--- src/rtl/t03_text_scanout_if.sv ---
// Handshake and data bundle between the text lookup / display writer and the
// pixel scan-out engine.
interface t03_text_scanout_if #(
  parameter int NUMBER_OF_CHARS = 12,
  parameter int X_LENGTH        = 9,
  parameter int Y_LENGTH        = 8,
  parameter int COLOR_W         = 16
);
  localparam int LINE_W = NUMBER_OF_CHARS * X_LENGTH;
  localparam int TOTAL  = LINE_W * Y_LENGTH;
  localparam int X_W    = $clog2(LINE_W);
  localparam int Y_W    = $clog2(Y_LENGTH);

  logic               start;
  logic [TOTAL-1:0]   characters;
  logic [COLOR_W-1:0] fg_color;
  logic [COLOR_W-1:0] bg_color;
  logic               pixel_ready;
  logic               pixel_valid;
  logic [COLOR_W-1:0] pixel_color;
  logic [X_W-1:0]     pixel_x;
  logic [Y_W-1:0]     pixel_y;
  logic               row_last;
  logic               busy;
  logic               done;

  modport master (
    output start, characters, fg_color, bg_color, pixel_ready,
    input  pixel_valid, pixel_color, pixel_x, pixel_y, row_last, busy, done
  );

  modport slave (
    input  start, characters, fg_color, bg_color, pixel_ready,
    output pixel_valid, pixel_color, pixel_x, pixel_y, row_last, busy, done
  );
endinterface

--- src/rtl/t03_text_scanout.sv ---
// Raster-order pixel scan-out of a snapshotted glyph-bitmap line, one pixel
// per valid/ready transfer, with foreground/background colour applied.
module t03_text_scanout #(
  parameter int NUMBER_OF_CHARS = 12,
  parameter int X_LENGTH        = 9,
  parameter int Y_LENGTH        = 8,
  parameter int COLOR_W         = 16
) (
  input logic              clk,
  input logic              rst,
  t03_text_scanout_if.slave bus
);
  localparam int LINE_W = NUMBER_OF_CHARS * X_LENGTH;
  localparam int TOTAL  = LINE_W * Y_LENGTH;
  localparam int X_W    = $clog2(LINE_W);
  localparam int Y_W    = $clog2(Y_LENGTH);
  localparam logic [X_W-1:0] X_LAST = X_W'(LINE_W - 1);
  localparam logic [Y_W-1:0] Y_LAST = Y_W'(Y_LENGTH - 1);

  typedef enum logic [1:0] {
    IDLE = 2'd0,
    SCAN = 2'd1,
    DONE = 2'd2
  } state_t;

  state_t             state_q;
  state_t             state_d;
  logic [TOTAL-1:0]   shadow_q;
  logic [COLOR_W-1:0] fg_q;
  logic [COLOR_W-1:0] bg_q;
  logic [X_W-1:0]     x_q;
  logic [Y_W-1:0]     y_q;

  logic               load;
  logic               xfer;
  logic               at_row_end;
  logic               at_last;

  logic               pixel_valid_c;
  logic [COLOR_W-1:0] pixel_color_c;
  logic [X_W-1:0]     pixel_x_c;
  logic [Y_W-1:0]     pixel_y_c;
  logic               row_last_c;
  logic               busy_c;
  logic               done_c;

  assign load       = (state_q == IDLE) && bus.start;
  assign xfer       = (state_q == SCAN) && bus.pixel_ready;
  assign at_row_end = (x_q == X_LAST);
  assign at_last    = at_row_end && (y_q == Y_LAST);

  always_ff @(posedge clk) begin
    if (rst) begin
      state_q <= IDLE;
    end else begin
      state_q <= state_d;
    end
  end

  always_comb begin
    state_d = state_q;
    case (state_q)
      IDLE:    if (bus.start) state_d = SCAN;
      SCAN:    if (xfer && at_last) state_d = DONE;
      DONE:    state_d = IDLE;
      default: state_d = IDLE;
    endcase
  end

  // The shadow is consumed MSB-first: each accepted pixel shifts the next
  // raster bit into the top position, so the current pixel is always bit TOTAL-1.
  always_ff @(posedge clk) begin
    if (rst) begin
      shadow_q <= '0;
      fg_q     <= '0;
      bg_q     <= '0;
      x_q      <= '0;
      y_q      <= '0;
    end else if (load) begin
      shadow_q <= bus.characters;
      fg_q     <= bus.fg_color;
      bg_q     <= bus.bg_color;
      x_q      <= '0;
      y_q      <= '0;
    end else if (xfer) begin
      shadow_q <= {shadow_q[TOTAL-2:0], 1'b0};
      if (at_row_end) begin
        x_q <= '0;
        y_q <= y_q + 1'b1;
      end else begin
        x_q <= x_q + 1'b1;
      end
    end
  end

  // Every output is a pure decode of registered state, and all pixel fields
  // read zero whenever no pixel is being offered.
  always_comb begin
    pixel_valid_c = 1'b0;
    pixel_color_c = '0;
    pixel_x_c     = '0;
    pixel_y_c     = '0;
    row_last_c    = 1'b0;
    busy_c        = (state_q != IDLE);
    done_c        = (state_q == DONE);
    if (state_q == SCAN) begin
      pixel_valid_c = 1'b1;
      pixel_color_c = shadow_q[TOTAL-1] ? fg_q : bg_q;
      pixel_x_c     = x_q;
      pixel_y_c     = y_q;
      row_last_c    = at_row_end;
    end
  end

  assign bus.pixel_valid = pixel_valid_c;
  assign bus.pixel_color = pixel_color_c;
  assign bus.pixel_x     = pixel_x_c;
  assign bus.pixel_y     = pixel_y_c;
  assign bus.row_last    = row_last_c;
  assign bus.busy        = busy_c;
  assign bus.done        = done_c;
endmodule

--- src/flat_wrapper.sv ---
// flat-port wrapper written by rule: the top's interface ports become plain ports
module t03_text_scanout_flat 
#(
  parameter int NUMBER_OF_CHARS = 12,
  parameter int X_LENGTH        = 9,
  parameter int Y_LENGTH        = 8,
  parameter int COLOR_W         = 16
)
  (clk, rst, bus_start, bus_characters, bus_fg_color, bus_bg_color, bus_pixel_ready, bus_pixel_valid, bus_pixel_color, bus_pixel_x, bus_pixel_y, bus_row_last, bus_busy, bus_done);
  t03_text_scanout_if #(.NUMBER_OF_CHARS(NUMBER_OF_CHARS), .X_LENGTH(X_LENGTH), .Y_LENGTH(Y_LENGTH), .COLOR_W(COLOR_W)) bus_i ();
  input logic clk;
  input logic rst;
  input wire logic [$bits(bus_i.start)-1:0] bus_start;
  input wire logic [$bits(bus_i.characters)-1:0] bus_characters;
  input wire logic [$bits(bus_i.fg_color)-1:0] bus_fg_color;
  input wire logic [$bits(bus_i.bg_color)-1:0] bus_bg_color;
  input wire logic [$bits(bus_i.pixel_ready)-1:0] bus_pixel_ready;
  output wire logic [$bits(bus_i.pixel_valid)-1:0] bus_pixel_valid;
  output wire logic [$bits(bus_i.pixel_color)-1:0] bus_pixel_color;
  output wire logic [$bits(bus_i.pixel_x)-1:0] bus_pixel_x;
  output wire logic [$bits(bus_i.pixel_y)-1:0] bus_pixel_y;
  output wire logic [$bits(bus_i.row_last)-1:0] bus_row_last;
  output wire logic [$bits(bus_i.busy)-1:0] bus_busy;
  output wire logic [$bits(bus_i.done)-1:0] bus_done;
  assign bus_i.start = bus_start;
  assign bus_i.characters = bus_characters;
  assign bus_i.fg_color = bus_fg_color;
  assign bus_i.bg_color = bus_bg_color;
  assign bus_i.pixel_ready = bus_pixel_ready;
  assign bus_pixel_valid = bus_i.pixel_valid;
  assign bus_pixel_color = bus_i.pixel_color;
  assign bus_pixel_x = bus_i.pixel_x;
  assign bus_pixel_y = bus_i.pixel_y;
  assign bus_row_last = bus_i.row_last;
  assign bus_busy = bus_i.busy;
  assign bus_done = bus_i.done;
  t03_text_scanout #(.NUMBER_OF_CHARS(NUMBER_OF_CHARS), .X_LENGTH(X_LENGTH), .Y_LENGTH(Y_LENGTH), .COLOR_W(COLOR_W)) u_core (.clk(clk), .rst(rst), .bus(bus_i));
endmodule
--- config.mk ---
export PLATFORM = sky130hd
export DESIGN_NAME = t03_text_scanout_flat
export DESIGN_NICKNAME = d
export VERILOG_FILES = /design/src/rtl/t03_text_scanout_if.sv /design/src/rtl/t03_text_scanout.sv /design/src/flat_wrapper.sv
export SDC_FILE = /design/constraint.sdc
export NUM_CORES = 2
export LEC_CHECK = 0
export BUFFER_PORTS_ARGS = -buffer_cell sky130_fd_sc_hd__buf_4
export CELL_PAD_IN_SITES_DETAIL_PLACEMENT = 0
export CELL_PAD_IN_SITES_GLOBAL_PLACEMENT = 1
export CORE_AREA = 8 8 359 361
export CTS_CLUSTER_DIAMETER = 40
export DETAILED_ROUTE_END_ITERATION = 7
export DIE_AREA = 0 0 367 369
export GPL_ROUTABILITY_DRIVEN = 0
export MAX_ROUTING_LAYER = met4
export PLACE_DENSITY = 0.65
export SYNTH_ARGS = -nofsm -noshare
export SYNTH_HDL_FRONTEND = slang
export SYNTH_SLANG_ARGS = --single-unit
--- constraint.sdc ---
create_clock -name clk -period 3.3 [get_ports clk]
set_clock_uncertainty 0.05 [all_clocks]
set_input_delay 0.165 -clock clk [delete_from_list [all_inputs] [get_ports clk]]
set_output_delay 0.165 -clock clk [all_outputs]
set_load 0.02 [all_outputs]
# Word-level counts from Yosys, hierarchy flattened
# Cells that the tools add are included.
[word_totals]
reg_bits = 908
out_inout_bits = 30
elab_cells = 36
[classes]
add_sub_neg = 2
eq_ne = 6
mux = 12
reduce_logical = 10
[ops]
columns = ["op", "count"]
rows = [
  ["2-to-1 mux 864 bit", 2],
  ["2-to-1 mux 16 bit", 2],
  ["2-to-1 mux 7 bit", 2],
  ["adder 7 x 1 -> 7 bit (second input constant)", 1],
  ["== test 7 bit (second input constant)", 1],
  ["logical AND 1 bit", 4],
  ["2-to-1 mux 2 bit", 2],
  ["inequality test 2 bit (second input constant)", 2],
  ["one-hot mux 2 bit (2 select lines)", 1],
  ["AND reduction 2 bit", 2],
  ["nonzero test 2 bit", 2],
  ["adder 3 x 1 -> 3 bit (second input constant)", 1],
  ["== test 3 bit (second input constant)", 1],
  ["2-to-1 mux 3 bit", 1],
  ["== test 2 x 1 -> 1 bit (second input constant)", 1],
  ["== test 2 bit (second input constant)", 1],
  ["zero test 2 bit", 1],
  ["2-to-1 mux 1 bit", 2],
  ["OR reduction 2 bit", 1],
]

# Depth between registers and ports, before layout
[logic_depth]
depth_word = 5
depth_mapped = 9

# Worst setup path before layout
# No wires, ideal clock.
[synth_path]
path_type = "reg2reg"
from = "register u_core.state_q[0]"
to = "register u_core.shadow_q[794]"
setup_time_ns = 0.089
t_arrival_ns = 1.731
setup_slack_ns = 1.430
path_stages_with_launch = 10
synth_period_minus_slack_ns = 1.870
path_cell_list = "dfxtp_1 buf_2 mux2_4 buf_6 and2_1 buf_2 buf_6 buf_6 buf_6 a311oi_2"
[synth_between]
elab_chain_len = 3
[synth_rtl]
columns = ["item", "line_no", "rtl"]
rows = [
  ["start, declared", "t03_text_scanout.sv:26", "state_t state_q;"],
  ["start signal, assigned", "t03_text_scanout.sv:56", "state_q <= state_d;"],
  ["== test 2 x 1 -> 1 bit or zero test 2 bit (tied branches)", "t03_text_scanout.sv:48, t03_text_scanout.sv:47", ""],
  ["logical AND 1 bit (on tied branches)", "t03_text_scanout.sv:48, t03_text_scanout.sv:47", ""],
  ["nonzero test 2 bit (no source line) or 2-to-1 mux 864 bit (tied branches)", "n/a", ""],
  ["end signal, assigned", "t03_text_scanout.sv:80", "shadow_q <= bus.characters;"],
  ["end signal, assigned", "t03_text_scanout.sv:86", "shadow_q <= {shadow_q[TOTAL-2:0], 1'b0};"],
  ["end, declared", "t03_text_scanout.sv:28", "logic [TOTAL-1:0] shadow_q;"],
]
# Parallel ways exist; a longest one is shown, timed or not.
# A chain may end at the register's enable or synchronous reset.

# Worst setup path after layout
[layout_path]
from = "register u_core.state_q[1]"
to = "output bus_done"
[layout_between]
elab_chain_len = 1
[layout_rtl]
columns = ["item", "line_no", "rtl"]
rows = [
  ["== test 2 bit", "t03_text_scanout.sv:105", "done_c = (state_q == DONE);"],
  ["end, declared", "flat_wrapper.sv:24", "output wire logic [$bits(bus_i.done)-1:0] bus_done;"],
]
# No other way between the ends.

==> out/results.ini <==
[cts]
clock_sinks=908
post_cts_buffers=0
hold_buffers=903
cts_tree=done
cts-root-buf=clkbuf_16
cts_buffers=157
ctsResizeCount=0
clk_pin_slew_worst_paths_ns=0.05
h-tree-depth=4
worstSkewPairLatency_ns=0.73
clockBufferDepth=3

[grt]
grt.total_usage_pct=25.17
grt_max_degree=152
antenna_found_initial=27
globalRoute.totalOverflow=0
grt_pass1_wl_mm=270.0
grt_pass1_vias=45148

[yosys]
synth_top_family_by_area=compound AO/OA/AOI/OAI gates
synth_compound_area_share_pct=31.12
synth.distinct_cells=36
synthAdderAreaFrac_pct=0.09269
synthFlopType=dfxtp_1
synthMuxAreaShare_pct=0.5067
ys_warn_count=0
syn-num-nets=6059
avgSynthCellArea_sq_um=7.854
async_flop_share_pct=0
synth-seq-area-share_pct=44.89
synth_xor_area_share_pct=0
syn-cell-area_sq_mm=0.04050
synthSimpleGateAreaFrac_pct=17.35
synth_edf_count=0
netlist_instances=5156
postSynthRegisterBits=908

[sta]
min_period_over_period_pct=78.89
rsz0062_at_grt=false
hold_violations=0
setup_violations=0
worstMarginPinSlew_ns=0.9265
setup_slack_ns=0.6967
final.setup.tns_ns=0
timing.fmax_ghz=0.3841
min_period_ns=2.603
max-slew-margin-rel_pct=38.23
slew_viol_final=0

[cells_and_area]
final_util_pct=51.51
area.growth.synth_to_final_pct=56.45
drive_gt1_share_pct=20.37
nets=7554
n_fill_cell=11616

[routing]
drc=0
vias=45907
drtAntennaViolNets=0
drt_pre_antenna_iters=5
viasPerCell=5.437
drtIter0Drc=4180
routedWlPerCell_um=21.08
routed_wl_mm=178.0

[power]
finalPower_uw=36120
irDropWorstVdd_mv=0.4101
power_density_mw_per_mm2=570.1
p_leak_uw=0.02434

[die]
start_util_pct=32.93
rows=129
ios=930
die_height_um=369
fp.coreArea_sq_mm=0.1230
die_w_um=367
die_area_sq_mm=0.1354

[worst_setup_path]
critical_path_arrival_ns=2.39
endpoint_kind=primary output
crit_path_max_fanout=55
cp-startpoint=u_core.state_q[1]
critPathKind=register to primary output
r2r-end=u_core.fg_q[7]
required_ns=3.08
regToRegSetupSlack_ns=0.87
r2r_cells=6
setup.worst_path.start_class=register
r2r-start=u_core.state_q[1]

[placed_design]
place_ws_ns=0.9052
port_buffers=929
dp_hpwl_mm=112.8

[hold_path]
holdPathStages=2
min_to=u_core.shadow_q[600]
worstHoldStart=rst
worstHoldPathType=input pin to register

[run]
drv_cap=0

[status]
status=finished, final reports clean

[Yosys cell counts, types with 2 or more instances]
library cell / instances / area share, %
o31ai_1: 2 / 0.037
dfxtp_1: 908 / 45
nand3_1: 6 / 0.074
and2_1: 8 / 0.12
a21oi_1: 900 / 11
a311oi_2: 70 / 2.6
or3_1: 4 / 0.062
a211oi_1: 4 / 0.074
ha_1: 3 / 0.093
clkbuf_1: 477 / 4.4
buf_2: 94 / 1.2
buf_1: 12 / 0.11
mux2i_1: 19 / 0.47
inv_1: 6 / 0.056
or3b_2: 2 / 0.043
nand2_1: 1797 / 17
buf_6: 10 / 0.28
o21ai_0: 3 / 0.037
nor2_1: 20 / 0.19
nor3b_1: 2 / 0.037
a311oi_1: 793 / 17
o211ai_1: 2 / 0.037
[cells in the final DEF, fill, tap and decap left out, types with 19 or more instances in the layout]
master,n
bufinv_16,28
clkbuf_16,161
a311oi_2,70
nand2_1,1797
dfxtp_1,908
a21oi_1,900
buf_4,971
diode_2,30
clkinv_4,21
mux2i_1,19
dlygate4sd3_1,903
buf_12,55
a311oi_1,793
nor2_1,20
[final cells by class]
cell class | count | area [sq um] | area share [%]
inverter | 6 | 30.03 | 0.04740
clock inverter | 96 | 1388 | 2.190
multi-input combinational | 3648 | 19890 | 31.40
sequential | 908 | 18180 | 28.69
clock buffer | 188 | 4300 | 6.788
timing repair buffer | 1930 | 17440 | 27.53
antenna | 30 | 75.07 | 0.1185
tap | 1637 | 2048 | 3.233
[worst max-delay path: stages, from the launching register on]
cell and delay, ns:
dfxtp_1 0.41, inv_8 0.33, buf_4 0.59, nor2_1 0.10
buf_4 0.20
[worst max-delay path by stage]
stage | to | cells past startpoint
finish | bus_done | 4
global route | bus_done | 4
CTS | bus_done | 4
detailed placement | u_core.shadow_q[530] | 5
global placement | u_core.shadow_q[530] | 5
floorplan | u_core.shadow_q[794] | 9
[report_power, final]
group	internal [uW]	switching [uW]	leakage (uW)
sequential	12100	572	0.00752
combinational	2810	3090	0.0141
clock	11500	6040	0.00275
total	26400	9700	0.0243
[state kept, by name, indices dropped and copies added (netlist names)]
register,flops
u_core.x_q,7
u_core.state_q,2
u_core.bg_q,16
u_core.y_q,3
u_core.shadow_q,864
u_core.fg_q,16
[layer usage]
layer  routed length (um)  part of all wire, %  vias up  GRT usage [%]
met5                    0                    0        -              -
met4                 7509                  4.2        0          10.60
met3                 9497                  5.3      354          4.068
met2                83150                   47     1638          39.28
met1                77800                   44    22180          32.35
li1                     -                    -    21735              -
[logic make-up (layout without fill, tap and decap cells)]
family | Yosys count | after routing
multiplexers | 20 | 20
other | 0 | 30
buffers and inverters | 600 | 2220
AO/OA/AOI/OAI | 1777 | 1777
adder cells (fa/ha/maj) | 3 | 3
flip-flops | 908 | 908
AND/OR/NAND/NOR | 1848 | 1848
[through the flow]
step	area (sq um)	hold WS [ns]	instances
floorplan	40500	0.2509	5156
global placement	48550	0.3641	7226
detailed placement	48550	0.3728	7226
CTS	63280	0.01601	8413
global route	63350	0.05945	8441
finish	63350	0.05444	8443
Power figures use the tool's default switching activity.
